$ cat src/rtl/dmem_arbiter_if.sv
// dmem_arbiter_if: bundles the two requester ports and the data-memory port
// of the data-memory arbiter.
//   p0_* : pipeline MEM-stage requester (fixed priority)
//   p1_* : debug/loader requester (starvation-bounded)
//   mem_*: single-ported data memory, registered read data
// Modports:
//   slave  : arbiter side (takes requests and mem_rdata, drives grants,
//            read returns and memory controls)
//   master : environment side (requesters plus memory)
interface dmem_arbiter_if;
  logic        p0_req;
  logic        p0_we;
  logic [31:0] p0_addr;
  logic [31:0] p0_wdata;
  logic        p0_gnt;
  logic        p0_rvalid;
  logic [31:0] p0_rdata;
  logic        p0_err;

  logic        p1_req;
  logic        p1_we;
  logic [31:0] p1_addr;
  logic [31:0] p1_wdata;
  logic        p1_gnt;
  logic        p1_rvalid;
  logic [31:0] p1_rdata;
  logic        p1_err;

  logic        mem_read;
  logic        mem_write;
  logic [31:0] mem_addr;
  logic [31:0] mem_wdata;
  logic [31:0] mem_rdata;

  modport slave (
    input  p0_req, p0_we, p0_addr, p0_wdata,
    output p0_gnt, p0_rvalid, p0_rdata, p0_err,
    input  p1_req, p1_we, p1_addr, p1_wdata,
    output p1_gnt, p1_rvalid, p1_rdata, p1_err,
    output mem_read, mem_write, mem_addr, mem_wdata,
    input  mem_rdata
  );

  modport master (
    output p0_req, p0_we, p0_addr, p0_wdata,
    input  p0_gnt, p0_rvalid, p0_rdata, p0_err,
    output p1_req, p1_we, p1_addr, p1_wdata,
    input  p1_gnt, p1_rvalid, p1_rdata, p1_err,
    input  mem_read, mem_write, mem_addr, mem_wdata,
    output mem_rdata
  );
endinterface

$ cat src/rtl/dmem_arbiter.sv
// dmem_arbiter: shares the single-ported data memory between the pipeline
// MEM stage (port 0, fixed priority) and the debug/loader port (port 1).
// An age counter forces port 1 through after MAX_WAIT consecutive denials.
// Read data (one-cycle memory latency) is routed back to the issuing port.
// Ports:
//   clk  : clock, rising edge
//   rst  : synchronous active-high reset
//   bus  : dmem_arbiter_if.slave (requester ports and memory port)
// Parameters:
//   ADDR_W   : implemented word-address bits (memory holds 2^ADDR_W words)
//   MAX_WAIT : denied cycles before port 1 is forced through (1..15)
module dmem_arbiter #(
  parameter int ADDR_W   = 10,
  parameter int MAX_WAIT = 4
) (
  input  logic              clk,
  input  logic              rst,
  dmem_arbiter_if.slave     bus
);

  localparam logic [3:0] MAX_WAIT_C = 4'(MAX_WAIT);

  logic [3:0] wait_cnt_q, wait_cnt_d;
  logic       rd_pend_q, rd_pend_d;
  logic       rd_port_q, rd_port_d;
  logic       rd_oor_q, rd_oor_d;

  logic force_p1;
  logic p0_gnt, p1_gnt, any_gnt;
  logic p0_inr, p1_inr;
  logic sel_we, sel_inr;
  logic ret_valid;

  assign p0_inr = (bus.p0_addr[31:ADDR_W] == '0);
  assign p1_inr = (bus.p1_addr[31:ADDR_W] == '0);

  // Grants are combinational so the winner is accepted in its request cycle.
  assign force_p1 = bus.p1_req && (wait_cnt_q == MAX_WAIT_C);
  assign p1_gnt   = !rst && bus.p1_req && (force_p1 || !bus.p0_req);
  assign p0_gnt   = !rst && bus.p0_req && !p1_gnt;
  assign any_gnt  = p0_gnt || p1_gnt;

  assign sel_we  = p1_gnt ? bus.p1_we : bus.p0_we;
  assign sel_inr = p1_gnt ? p1_inr    : p0_inr;

  assign bus.p0_gnt    = p0_gnt;
  assign bus.p1_gnt    = p1_gnt;
  assign bus.mem_addr  = p1_gnt ? bus.p1_addr  : bus.p0_addr;
  assign bus.mem_wdata = p1_gnt ? bus.p1_wdata : bus.p0_wdata;
  // Out-of-range accesses are accepted but never reach the memory.
  assign bus.mem_write = any_gnt && sel_we && sel_inr;
  assign bus.mem_read  = any_gnt && !sel_we && sel_inr;

  always_comb begin
    wait_cnt_d = wait_cnt_q;
    if (rst || !bus.p1_req || p1_gnt)
      wait_cnt_d = '0;
    else if (wait_cnt_q != MAX_WAIT_C)
      wait_cnt_d = wait_cnt_q + 4'd1;
    rd_pend_d = any_gnt && !sel_we;
    rd_port_d = p1_gnt;
    rd_oor_d  = !sel_inr;
  end

  always_ff @(posedge clk) begin
    if (rst) begin
      wait_cnt_q <= '0;
      rd_pend_q  <= 1'b0;
      rd_port_q  <= 1'b0;
      rd_oor_q   <= 1'b0;
    end else begin
      wait_cnt_q <= wait_cnt_d;
      rd_pend_q  <= rd_pend_d;
      rd_port_q  <= rd_port_d;
      rd_oor_q   <= rd_oor_d;
    end
  end

  // rd_pend_q is still set during a reset cycle that follows a read grant,
  // so the return is masked by rst directly. Only the owning port ever sees
  // memory data; the other port reads zero.
  assign ret_valid     = rd_pend_q && !rst;
  assign bus.p0_rvalid = ret_valid && !rd_port_q;
  assign bus.p1_rvalid = ret_valid && rd_port_q;
  assign bus.p0_rdata  = (bus.p0_rvalid && !rd_oor_q) ? bus.mem_rdata : '0;
  assign bus.p1_rdata  = (bus.p1_rvalid && !rd_oor_q) ? bus.mem_rdata : '0;
  assign bus.p0_err    = (p0_gnt && bus.p0_we && !p0_inr) || (bus.p0_rvalid && rd_oor_q);
  assign bus.p1_err    = (p1_gnt && bus.p1_we && !p1_inr) || (bus.p1_rvalid && rd_oor_q);

endmodule

$ cat src/flat_wrapper.sv
// flat-port wrapper written by rule: the top's interface ports become plain ports
module dmem_arbiter_flat 
#(
  parameter int ADDR_W   = 10,
  parameter int MAX_WAIT = 4
)
  (clk, rst, bus_p0_req, bus_p0_we, bus_p0_addr, bus_p0_wdata, bus_p0_gnt, bus_p0_rvalid, bus_p0_rdata, bus_p0_err, bus_p1_req, bus_p1_we, bus_p1_addr, bus_p1_wdata, bus_p1_gnt, bus_p1_rvalid, bus_p1_rdata, bus_p1_err, bus_mem_read, bus_mem_write, bus_mem_addr, bus_mem_wdata, bus_mem_rdata);
  dmem_arbiter_if bus_i ();
  input  logic clk;
  input  logic rst;
  input wire logic [$bits(bus_i.p0_req)-1:0] bus_p0_req;
  input wire logic [$bits(bus_i.p0_we)-1:0] bus_p0_we;
  input wire logic [$bits(bus_i.p0_addr)-1:0] bus_p0_addr;
  input wire logic [$bits(bus_i.p0_wdata)-1:0] bus_p0_wdata;
  output wire logic [$bits(bus_i.p0_gnt)-1:0] bus_p0_gnt;
  output wire logic [$bits(bus_i.p0_rvalid)-1:0] bus_p0_rvalid;
  output wire logic [$bits(bus_i.p0_rdata)-1:0] bus_p0_rdata;
  output wire logic [$bits(bus_i.p0_err)-1:0] bus_p0_err;
  input wire logic [$bits(bus_i.p1_req)-1:0] bus_p1_req;
  input wire logic [$bits(bus_i.p1_we)-1:0] bus_p1_we;
  input wire logic [$bits(bus_i.p1_addr)-1:0] bus_p1_addr;
  input wire logic [$bits(bus_i.p1_wdata)-1:0] bus_p1_wdata;
  output wire logic [$bits(bus_i.p1_gnt)-1:0] bus_p1_gnt;
  output wire logic [$bits(bus_i.p1_rvalid)-1:0] bus_p1_rvalid;
  output wire logic [$bits(bus_i.p1_rdata)-1:0] bus_p1_rdata;
  output wire logic [$bits(bus_i.p1_err)-1:0] bus_p1_err;
  output wire logic [$bits(bus_i.mem_read)-1:0] bus_mem_read;
  output wire logic [$bits(bus_i.mem_write)-1:0] bus_mem_write;
  output wire logic [$bits(bus_i.mem_addr)-1:0] bus_mem_addr;
  output wire logic [$bits(bus_i.mem_wdata)-1:0] bus_mem_wdata;
  input wire logic [$bits(bus_i.mem_rdata)-1:0] bus_mem_rdata;
  assign bus_i.p0_req = bus_p0_req;
  assign bus_i.p0_we = bus_p0_we;
  assign bus_i.p0_addr = bus_p0_addr;
  assign bus_i.p0_wdata = bus_p0_wdata;
  assign bus_p0_gnt = bus_i.p0_gnt;
  assign bus_p0_rvalid = bus_i.p0_rvalid;
  assign bus_p0_rdata = bus_i.p0_rdata;
  assign bus_p0_err = bus_i.p0_err;
  assign bus_i.p1_req = bus_p1_req;
  assign bus_i.p1_we = bus_p1_we;
  assign bus_i.p1_addr = bus_p1_addr;
  assign bus_i.p1_wdata = bus_p1_wdata;
  assign bus_p1_gnt = bus_i.p1_gnt;
  assign bus_p1_rvalid = bus_i.p1_rvalid;
  assign bus_p1_rdata = bus_i.p1_rdata;
  assign bus_p1_err = bus_i.p1_err;
  assign bus_mem_read = bus_i.mem_read;
  assign bus_mem_write = bus_i.mem_write;
  assign bus_mem_addr = bus_i.mem_addr;
  assign bus_mem_wdata = bus_i.mem_wdata;
  assign bus_i.mem_rdata = bus_mem_rdata;
  dmem_arbiter #(.ADDR_W(ADDR_W), .MAX_WAIT(MAX_WAIT)) u_core (.clk(clk), .rst(rst), .bus(bus_i));
endmodule
$ cat config.mk
export PLATFORM = sky130hd
export DESIGN_NAME = dmem_arbiter_flat
export DESIGN_NICKNAME = d
export VERILOG_FILES = /design/src/rtl/dmem_arbiter_if.sv /design/src/rtl/dmem_arbiter.sv /design/src/flat_wrapper.sv
export SDC_FILE = /design/constraint.sdc
export NUM_CORES = 1
export LEC_CHECK = 0
export ABC_AREA = 1
export CAP_MARGIN = 40
export CELL_PAD_IN_SITES_DETAIL_PLACEMENT = 2
export CELL_PAD_IN_SITES_GLOBAL_PLACEMENT = 2
export CORE_MARGIN = 1.5
export CORE_UTILIZATION = 10
export CTS_BUF_LIST = sky130_fd_sc_hd__clkbuf_16
export CTS_CLUSTER_DIAMETER = 30
export CTS_CLUSTER_SIZE = 8
export DETAILED_ROUTE_END_ITERATION = 16
export PLACE_DENSITY = 0.95
export SLEW_MARGIN = 15
export SYNTH_ARGS = -nofsm -noshare
export SYNTH_HDL_FRONTEND = slang
export SYNTH_SLANG_ARGS = --single-unit
$ cat constraint.sdc
create_clock -name clk -period 5.15 [get_ports clk]
set_clock_uncertainty 0.2 [all_clocks]
set_input_delay 1.545 -clock clk [delete_from_list [all_inputs] [get_ports clk]]
set_output_delay 1.545 -clock clk [all_outputs]
set_load 0.02 [all_outputs]
==> impl_results.md <==
* Status: complete, no violations
* IO Pins at 302
* Worst-Margin Slew at ~0.28 ns
* Psw at 0.198 mW
* Finished Core Util at a little under a third
* Chip Width at between 100 and 150 um
* WP buf/inv at 5
* Yosys top cell by area: nand2_1
* Mapped Nets at 576
* Setup TNS at 0 ns
* Vias at about 3,700
* Syn. warnings at 0
* Synth Register Bits at 7
* Internal power at around 0.35 mW
* M3 GR Usage at 4.77%
* Sequential power share at approximately a tenth
* CTS sink cnt at 7
* Drt drc at 0
* Skew-Pair Late Insertion Delay at between 0.2 and 0.25 ns
* Cell family with most CP delay: buffers and inverters
* M2 GR Usage at 29.3%
* Pre-CTS setup slack at -0.318 ns
* All-layer global routing usage at 14.3%
* Gr ovfl total at 0
* Fin nets at between 800 and 900
* Path type of the worst setup path: in2out
* Final WL at between 10 and 15 mm
* CTS root buffer: clkbuf_16
* Synth unique cells at 16
* Logic pwr share at roughly 66%
* Yosys top cell area share at 45.9%
* TritonCTS clock tree: done
* Setup crit end kind: primary output
* Multi-input logic area at about 1300 sq um
* CP Cell Sequence: clkdlybuf4s50_1 -> inv_1 -> nand2_2 -> a21oi_4 -> buf_4 -> buf_6 -> nand2_1 -> nand2_1 -> clkdlybuf4s15_1
* Max clock buf depth at 2
* DRT Pass-1 Iters at 4
* RD Place Congestion at 0.782
* Worst reg2reg path depth at 9
* Share of cells above drive strength 1 at about 8.4%
* IO Port Bufs at around 300
* Crit path max fanout at 13
* Highest-delay cell along the critical path: clkdlybuf4s50_1
* Clock power share at between 20% and 30%
* Most common cell after layout, fill and taps aside: nand2_1
* Max-cap viol count at 0
* Maximum number of pins on one net before global-route repair at 42
* Dpl cells at 933
* Switch share at around 36%
* H-tree depth at 1
* GR peak layer: met2
* Hold Vio Cnt, Final at 0
* Initial Utilization at 10.1%
* FILL cells at roughly 2,100
* Syn Std Cell Area at approximately 1700 sq um
* Pleak at between 3 and 4 nW
* Non-filler cells in the finished layout at between 900 and 1,000
* P&R area growth vs syn at 198%
* CTS Buf Count at 3
* Worst setup SP type: input port
* Worst Hold Path EP: u_core.wait_cnt_q[0]
* Core area at 17,200 sq um
* Largest stage delay, worst path at 0.47 ns
* Endpoints failing setup at 0
* Post-Syn Instances at 408
* Die Y at approximately 140 um
* CTS clk-pin slew, worst paths at around 0.040 ns
* Sequential area share after synthesis at around 8.0%
* Synth area leaders: nand2_1 (46%), nor2_1 (21%), inv_1 (9.9%)
* Number of diodes at 0
* Detail-routed via count per cell at a little under 4
* Final Hold Slack at ~0.28 ns
* Reg2reg setup slack at roughly 3.3 ns
* Met1 Use GR at between 10% and 20%
* Die area at ~18,000 sq um
* RR Endpoint: u_core.rd_oor_q
* Mapped Avg Cell Area at roughly 4.3 sq um
* Hold Path Class: reg2reg
* Reg-to-reg startpoint: u_core.wait_cnt_q[0]
* PwrDens at between 100 and 150 nW/um^2
* WHS Path Cells at 1
* Final ANT Viol Nets at 0
* Hold Crit Start: u_core.wait_cnt_q[0]
* Most frequent cells in the layout: nand2_1 (211), clkdlybuf4s50_1 (167), nor2_1 (96)
* WP data required at roughly 3.4 ns
* Initial DRC count at 31
* Site Rows at 48
* Worst slew margin at about four fifths
* Global-route wire length before repair at between 20 and 25 mm
* CTS Hold Buffers Added at 0
* WL per Instance at roughly 15 um
* Fmax achieved at between 150 and 200 MHz
* DPL Wire Length at approximately 12 mm
* Cell mode on critical path: nand2_1
* Final Cycle Share at ~100%
* Slew Limit Fails at 0
* Fin crit period at slightly above 5 ns
* Max IR drop VDD at roughly 67 uV
* Reg area at between 100 and 150 sq um
* Final setup margin at approximately 0.08 ns
* Initial antenna violation count at 0
* CP arrival at around 3.3 ns
* Vias in the first global route at roughly 3,900
==> metal layers <==
| layer | up-vias | share of wire (%) | wire [um] |
|---|---|---|---|
| met5 | - | 0 | 0 |
| met4 | 0 | 1.2 | 167 |
| met3 | 10 | 10 | 1500 |
| met2 | 195 | 54 | 7760 |
| met1 | 1696 | 34 | 4890 |
| li1 | 1809 | - | - |
==> power groups by stage <==
stage / clock network [mW] / registers, mW / logic (mW)
after floorplan: 0 / 0.0579 / 0.130
after global placement: 0 / 0.0581 / 0.379
after detailed placement: 0 / 0.0582 / 0.389
after CTS: 0.132 / 0.0574 / 0.366
after global routing: 0.138 / 0.0576 / 0.386
final: 0.129 / 0.0574 / 0.357
==> sequential cells by signal (all words and copies together) (netlist names) <==
name	flops
u_core.rd_oor_q	1
u_core.rd_pend_q	1
u_core.rd_port_q	1
u_core.wait_cnt_q	4
==> logic make-up (layout without fill, tap and decap cells) <==
logic type | after synthesis | count (layout) | share of synthesized area [%]
simple gates | 323 | 323 | 71.0
compound gates | 8 | 8 | 2.94
flops | 7 | 7 | 8.04
fa+ha+maj | 2 | 2 | 1.44
xor+xnor | 2 | 2 | 1.01
buf+inv | 66 | 376 | 15.6
==> cells in the mapped netlist <==
master	instances
a21oi_4	1
nand4_1	2
ha_1	2
o21ai_0	5
xor2_1	1
nand3_1	11
inv_1	46
a21oi_1	2
nor2_1	96
buf_2	10
clkbuf_1	7
buf_4	3
nand2_1	213
xnor2_1	1
dfxtp_1	7
nand3_2	1
==> final cells by class <==
cell class | instances | share of cell area (%)
inverter | 46 | 3.33
clock inverter | 1 | 0.0723
multi-input combinational | 335 | 25.9
sequential | 7 | 2.70
timing repair buffer | 326 | 61.2
tap | 225 | 5.43
clock buffer | 3 | 1.45
==> metrics by stage <==
step	power [mW]	instance area, sq um
floorplan	0.188	1740
global placement	0.437	5130
detailed placement	0.448	5130
CTS	0.555	5160
global route	0.581	5190
finish	0.544	5190
==> timing repair <==
item | CTS | global route
resized for setup | 126 | 69
pin swaps | 0 | 0
endpoints found under the setup margin | 78 | 73
cloned | 1 | 1
endpoints found under the hold margin | 0 | 0
setup buffers | 0 | 4
==> how the worst max path moves through the flow <==
stage               start          endpoint  slack [ns]  cells past startpoint
detailed placement    rst   bus_mem_addr[9]       -0.32                      9
floorplan             rst  bus_p0_rdata[10]        0.67                      6
finish                rst   bus_mem_addr[9]        0.08                      9
global placement      rst     bus_mem_write       -0.21                     10
global route          rst  bus_mem_addr[15]       -0.02                      9
CTS                   rst   bus_mem_addr[4]       -0.19                      8
Power figures use the tool's default switching activity.
==> patch 1, RTL diff (same settings) <==
Put a register stage on the output `bus.p1_err`, without a reset. The value now appears one clock later.
--- a/src/rtl/dmem_arbiter.sv
+++ b/src/rtl/dmem_arbiter.sv
@@ -87,3 +87,5 @@
   assign bus.p0_err    = (p0_gnt && bus.p0_we && !p0_inr) || (bus.p0_rvalid && rd_oor_q);
-  assign bus.p1_err    = (p1_gnt && bus.p1_we && !p1_inr) || (bus.p1_rvalid && rd_oor_q);
+  always_ff @(posedge clk) begin
+    bus.p1_err <= (p1_gnt && bus.p1_we && !p1_inr) || (bus.p1_rvalid && rd_oor_q);
+  end
 
Function: changed (a bounded check fails within 4 cycles, from zero or initial values and one cycle with rst high).
==> patch 1 against the original RTL <==
  * Sequential cell count up 1
  * Routed wire length is 2.1% higher
  * Global-route usage increased by 0.46 points
  * Total power increased by 1.8%
  * Cell area increased by 2.6%
  * Area after synthesis up 1.1%
  * Setup slack lost 0.019 ns
  * Non-clock buffer count up 1
  * Critical path type unchanged
  * Largest cell class unchanged
  * Largest power group unchanged
  * Highest routed layer unchanged
==> patch 1: results (changes against the original RTL) <==
Status
  – Status: finished clean

Min path
  – Min-Delay Path Class: register to register

GRT
  – GRT Resource Usage Total: 0.148 (+0.00464)
  – Aggregate global routing overflow: 0 (unchanged)
  – Largest net degree at the start of global routing: 44 (+4.8%)
  – Vias in the first global route: 4126 (+4.9%)
  – First-pass GRT wire length: 21400 um (+4.7%)
  – Initial antenna violation count: 0 (unchanged)

Logic synthesis
  – Post-synthesis cell type count: 16 (unchanged)
  – Synth area leaders: nand2_1 45%, nor2_1 20%, inv_1 9.8%, dfxtp_1 9.1%, nand3_1 3.1%
  – Most frequent cells after synthesis: 213 x nand2_1, 96 x nor2_1, 46 x inv_1
  – Post-Syn Nets: 577 (+0.17%)
  – Ys Warns: 0 (unchanged)
  – Post-synthesis sequential area ratio: 0.0908 (+0.0104)
  – Gate Count Post-Synth: 409 (+0.25%)

Worst setup path
  – CP Max Fanout: 15 (+2)
  – CP max stage delay: 0.62 ns (+0.15 ns)
  – Family with the most delay on the worst path: buffers and inverters
  – CP Data Arrival Time: 3.34 ns (+0.02 ns)

Cells and area
  – Max reg flops: 4 (unchanged)
  – Layout cells sized above 1: 0.0487 (-0.0349)
  – Filler cells: 2126 (+2.0%)
  – Biggest register: u_core.wait_cnt_q
  – Finished Layout Cells: 944 (+0.11%)
  – Core Util, Final: 0.309 (+0.00664)
  – Nets: 889 (+0.23%)

Clocking
  – Root buffer cell: clkbuf_16
  – Worst-case clock buffer depth: 2 (unchanged)

Power
  – Static Leak: 3.46 nW (+3.5%)
  – Worst vdd ir: 0.0000653 V (-2.1%)

Drt
  – Via count: 3749 (+1.1%)
  – First-pass DRT Iterations: 4 (unchanged)
  – Wire per inst: 15.5 um (+1.9%)
  – DRT iter0 DRCs: 45 (+45%)

Place
  – Worst slack, placed: -0.250 ns (+0.0683 ns)
  – Post-placement cell area: 0.00519 sq mm (+1.2%)
  – Hpwl dp: 12700 um (+4.0%)
  – DP Cell Count: 938 (+0.54%)
  – GPL Wtd Cong: 0.812 (+3.9%)

STA
  – Worst-Margin Slew: 0.265 ns (-0.0131 ns)
## patch 1: cell types whose count changed after synthesis
cell     unedited run  this run
dfxtp_1             7         8
## patch 1: kinds of logic (layout without fill, tap and decap cells)
logic type / Yosys count / in the layout / synth area share
xor gates and xnor gates: 2 / 2 / 0.00994
and+or+nand+nor: 323 / 323 / 0.702
DFF: 8 / 8 / 0.0908
adders and majority gates: 2 / 2 / 0.0142
buffers and inverters: 66 / 376 / 0.154
AOI/OAI and AO/OA: 8 / 8 / 0.0291
## patch 1: metal layers
| layer | GRT usage | share of wire | vias to the layer above |
|---|---|---|---|
| met5 | 0 | 0 | - |
| met4 | 0.0275 | 0.010 | 0 |
| met3 | 0.0378 | 0.083 | 8 |
| met2 | 0.301 | 0.54 | 187 |
| met1 | 0.150 | 0.36 | 1742 |
| li1 | - | - | 1812 |
## patch 1: cell type report
type	count	share of cell area
Multi-Input combinational cell	335	0.251
Inverter	46	0.0324
Sequential cell	8	0.0301
Clock buffer	3	0.0141
Timing Repair Buffer	327	0.619
Tap cell	225	0.0529
## patch 1: final timing paths
| check | from | to | slack, ns | depth (start not counted) |
|---|---|---|---|---|
| hold / removal | u_core.wait_cnt_q[0] | u_core.wait_cnt_q[0] | 0.27 | 1 |
| hold reg to reg | u_core.wait_cnt_q[0] | u_core.wait_cnt_q[0] | 0.27 | 1 |
| setup / recovery | rst | bus_p1_rdata[26] | 0.06 | 8 |
| setup reg to reg | u_core.wait_cnt_q[0] | u_core.rd_oor_q | 3.32 | 9 |
## patch 1: power by group
part           switching (W)  total [W]  internal [W]
Combinational       0.000166   0.000359      0.000193
Clock              0.0000296   0.000130      0.000100
Sequential        0.00000113  0.0000654     0.0000643
## patch 1: through the flow
step           power [W]  TNS, ns
4_1_cts         0.000562        0
6_report        0.000554        0
5_1_grt         0.000593  -0.0660
3_3_place_gp    0.000448    -4.82
2_1_floorplan   0.000196        0
3_5_place_dp    0.000457    -9.99
## patch 1: timing repair
action	CTS	global route
setup buffers	0	2
pin swaps	0	0
hold buffers	0	0
endpoints found under the setup margin	86	56
resized for setup	88	51
cloned	0	1
==> patch 2, RTL diff (same settings) <==
Made on the original files. `ADDR_W` is set to 10 in 2 places; all go to 9.
--- a/src/rtl/dmem_arbiter.sv
+++ b/src/rtl/dmem_arbiter.sv
@@ -12,3 +12,3 @@
 module dmem_arbiter #(
-  parameter int ADDR_W   = 10,
+  parameter int ADDR_W   = 9,
   parameter int MAX_WAIT = 4
--- a/src/flat_wrapper.sv
+++ b/src/flat_wrapper.sv
@@ -3,3 +3,3 @@
 #(
-  parameter int ADDR_W   = 10,
+  parameter int ADDR_W   = 9,
   parameter int MAX_WAIT = 4
Function: changed (a bounded check fails within 4 cycles, from zero or initial values and one cycle with rst high).
==> patch 2 against the original RTL <==
  * Sequential share of layout area is 0.088 points lower
  * Total power up 2.2%
  * Critical path type unchanged
  * Critical endpoint is now bus_mem_wdata[1]
  * Setup slack gained 0.034 ns
  * Global-route usage is 0.38 points higher
  * Routed wire length grew 1.8%
  * Sequential cell count unchanged
  * Cell area is 3.4% higher
  * Area after synthesis is 1.1% higher
  * Count of clock-buffer cells in the layout did not move
  * Combinational power grew 3%
  * Register-to-register slack lost 0.22 ns
==> patch 2: results (changes against the original RTL) <==
Status
  – Status: finished clean

Clocking
  – Worst-case clock buffer depth: 2 (unchanged)
  – Clock Pin Slew Worst Setup and Hold Paths: 0.04 ns (about the same)
  – Root buffer cell: clkbuf_16
  – Worst skew pair latency: 0.23 ns (about the same)
  – # H-tree levels: 1 (unchanged)
  – CTS Buf Count: 3 (unchanged)

Place
  – Hpwl dp: 12400 um (+1.6%)
  – Post-placement cell area: 0.00517 sq mm (+0.71%)
  – GPL Wtd Cong: 0.772 (-1.3%)
  – PortBufs: 301 (unchanged)
  – DP Cell Count: 937 (+0.43%)

GRT
  – Largest net degree at the start of global routing: 33 (-21%)
  – Vias in the first global route: 4265 (+8.5%)
  – GRT Resource Usage Total: 0.147 (+0.00377)
  – First-pass GRT wire length: 21500 um (+5.2%)
  – Initial antenna violation count: 0 (unchanged)

Cells and area
  – Layout cells sized above 1: 0.0625 (-0.0211)
  – Filler cells: 2117 (+1.5%)
  – Antenna diodes: 0 (unchanged)
  – Nets: 889 (+0.23%)
  – Finished Layout Cells: 945 (+0.21%)
  – Biggest register: u_core.wait_cnt_q
  – Max reg flops: 4 (unchanged)

Drt
  – DRT iter0 DRCs: 42 (+35%)
  – Wire per inst: 15.4 um (+1.6%)
  – First-pass DRT Iterations: 4 (unchanged)
  – Via count: 3768 (+1.6%)

STA
  – Worst-Margin Slew: 0.272 ns (-0.00589 ns)

Power
  – Worst vdd ir: 0.0000843 V (+26%)
  – Static Leak: 3.73 nW (+12%)

Logic synthesis
  – Post-synthesis cell type count: 18 (+2)
  – Asr flop ratio synth: 0 (unchanged)
  – Synth area leaders: nand2_1 46%, nor2_1 21%, inv_1 9.8%, dfxtp_1 7.9%, nand3_1 2.3%
  – Synth Flop Type: dfxtp_1
  – Most frequent cells after synthesis: 218 x nand2_1, 98 x nor2_1, 46 x inv_1
  – Gate Count Post-Synth: 413 (+1.2%)
  – Post-Syn Nets: 581 (+0.87%)
  – Post-synthesis sequential area ratio: 0.0795 (-0.000913)
  – Ys Warns: 0 (unchanged)

Min path
  – Worst Hold Depth: 1 (unchanged)
  – Min-Delay Path Class: register to register

Worst setup path
  – Reg2Reg Depth: 10 (+1)
  – CP Data Arrival Time: 3.29 ns (-0.03 ns)
  – CP max stage delay: 0.42 ns (-0.05 ns)
  – CP max stage cell: clkdlybuf4s50_1
  – CP Max Fanout: 14 (+1)
  – Family with the most delay on the worst path: buffers and inverters
==> patch 2: cells by family (layout without fill, tap and decap cells) <==
family                     after synthesis  count (layout)  share of synthesized area
and+or+nand+nor                        329             329                      0.715
buffers and inverters                   66             373                      0.159
AOI/OAI and AO/OA                        7               7                     0.0220
DFF                                      7               7                     0.0795
adders and majority gates                2               2                     0.0142
xor gates and xnor gates                 2               2                    0.00994
==> patch 2: final timing paths <==
check	from	to	slack [ns]
setup / recovery	rst	bus_mem_wdata[1]	0.11
setup reg to reg	u_core.wait_cnt_q[0]	u_core.rd_oor_q	3.10
hold / removal	u_core.wait_cnt_q[0]	u_core.wait_cnt_q[0]	0.28
hold reg to reg	u_core.wait_cnt_q[0]	u_core.wait_cnt_q[0]	0.28
==> patch 2: timing repair <==
action	CTS	global route
setup endpoints to repair	74	88
buffers inserted	2	0
gates cloned	2	0
resized for setup	84	92
hold endpoints to repair	0	0
==> patch 2: through the flow <==
stage | setup WS [ns] | util
2_1_floorplan | 0.673 | -
3_3_place_gp | -0.147 | 0.300
3_5_place_dp | -0.195 | 0.300
4_1_cts | 0.00154 | 0.306
5_1_grt | 0.000308 | 0.311
6_report | 0.114 | 0.311
==> patch 2: cell type report <==
| class | instances | area (sq um) | area share |
|---|---|---|---|
| inverters | 46 | 173 | 0.0322 |
| clock inverters | 1 | 3.75 | 0.000700 |
| flip-flops and latches | 7 | 140 | 0.0261 |
| well taps | 225 | 282 | 0.0525 |
| multi-input cells | 340 | 1360 | 0.253 |
| repair buffers | 323 | 3330 | 0.622 |
| clock buffers | 3 | 75.1 | 0.0140 |
==> patch 2: report_power, final <==
part	internal, W	switching, W
clock	0.000101	0.0000311
combinational	0.000197	0.000169
sequential	0.0000563	0.00000110
==> patch 2: worst reg2reg max path, delay by kind of cell (launching register included) <==
| family | cells | cell delay, ns |
|---|---|---|
| buffers and inverters | 4 | 0.60 |
| AOI/OAI and AO/OA | 1 | 0.19 |
| DFF | 1 | 0.33 |
| adders and majority gates | 1 | 0.18 |
| and+or+nand+nor | 4 | 0.44 |
==> patch 2: per-layer routing <==
layer	up-vias	part of all wire	GRT usage
met2	220	0.52	0.291
met5	-	0	0
met3	20	0.11	0.0505
met4	0	0.021	0.0400
li1	1815	-	-
met1	1713	0.35	0.143
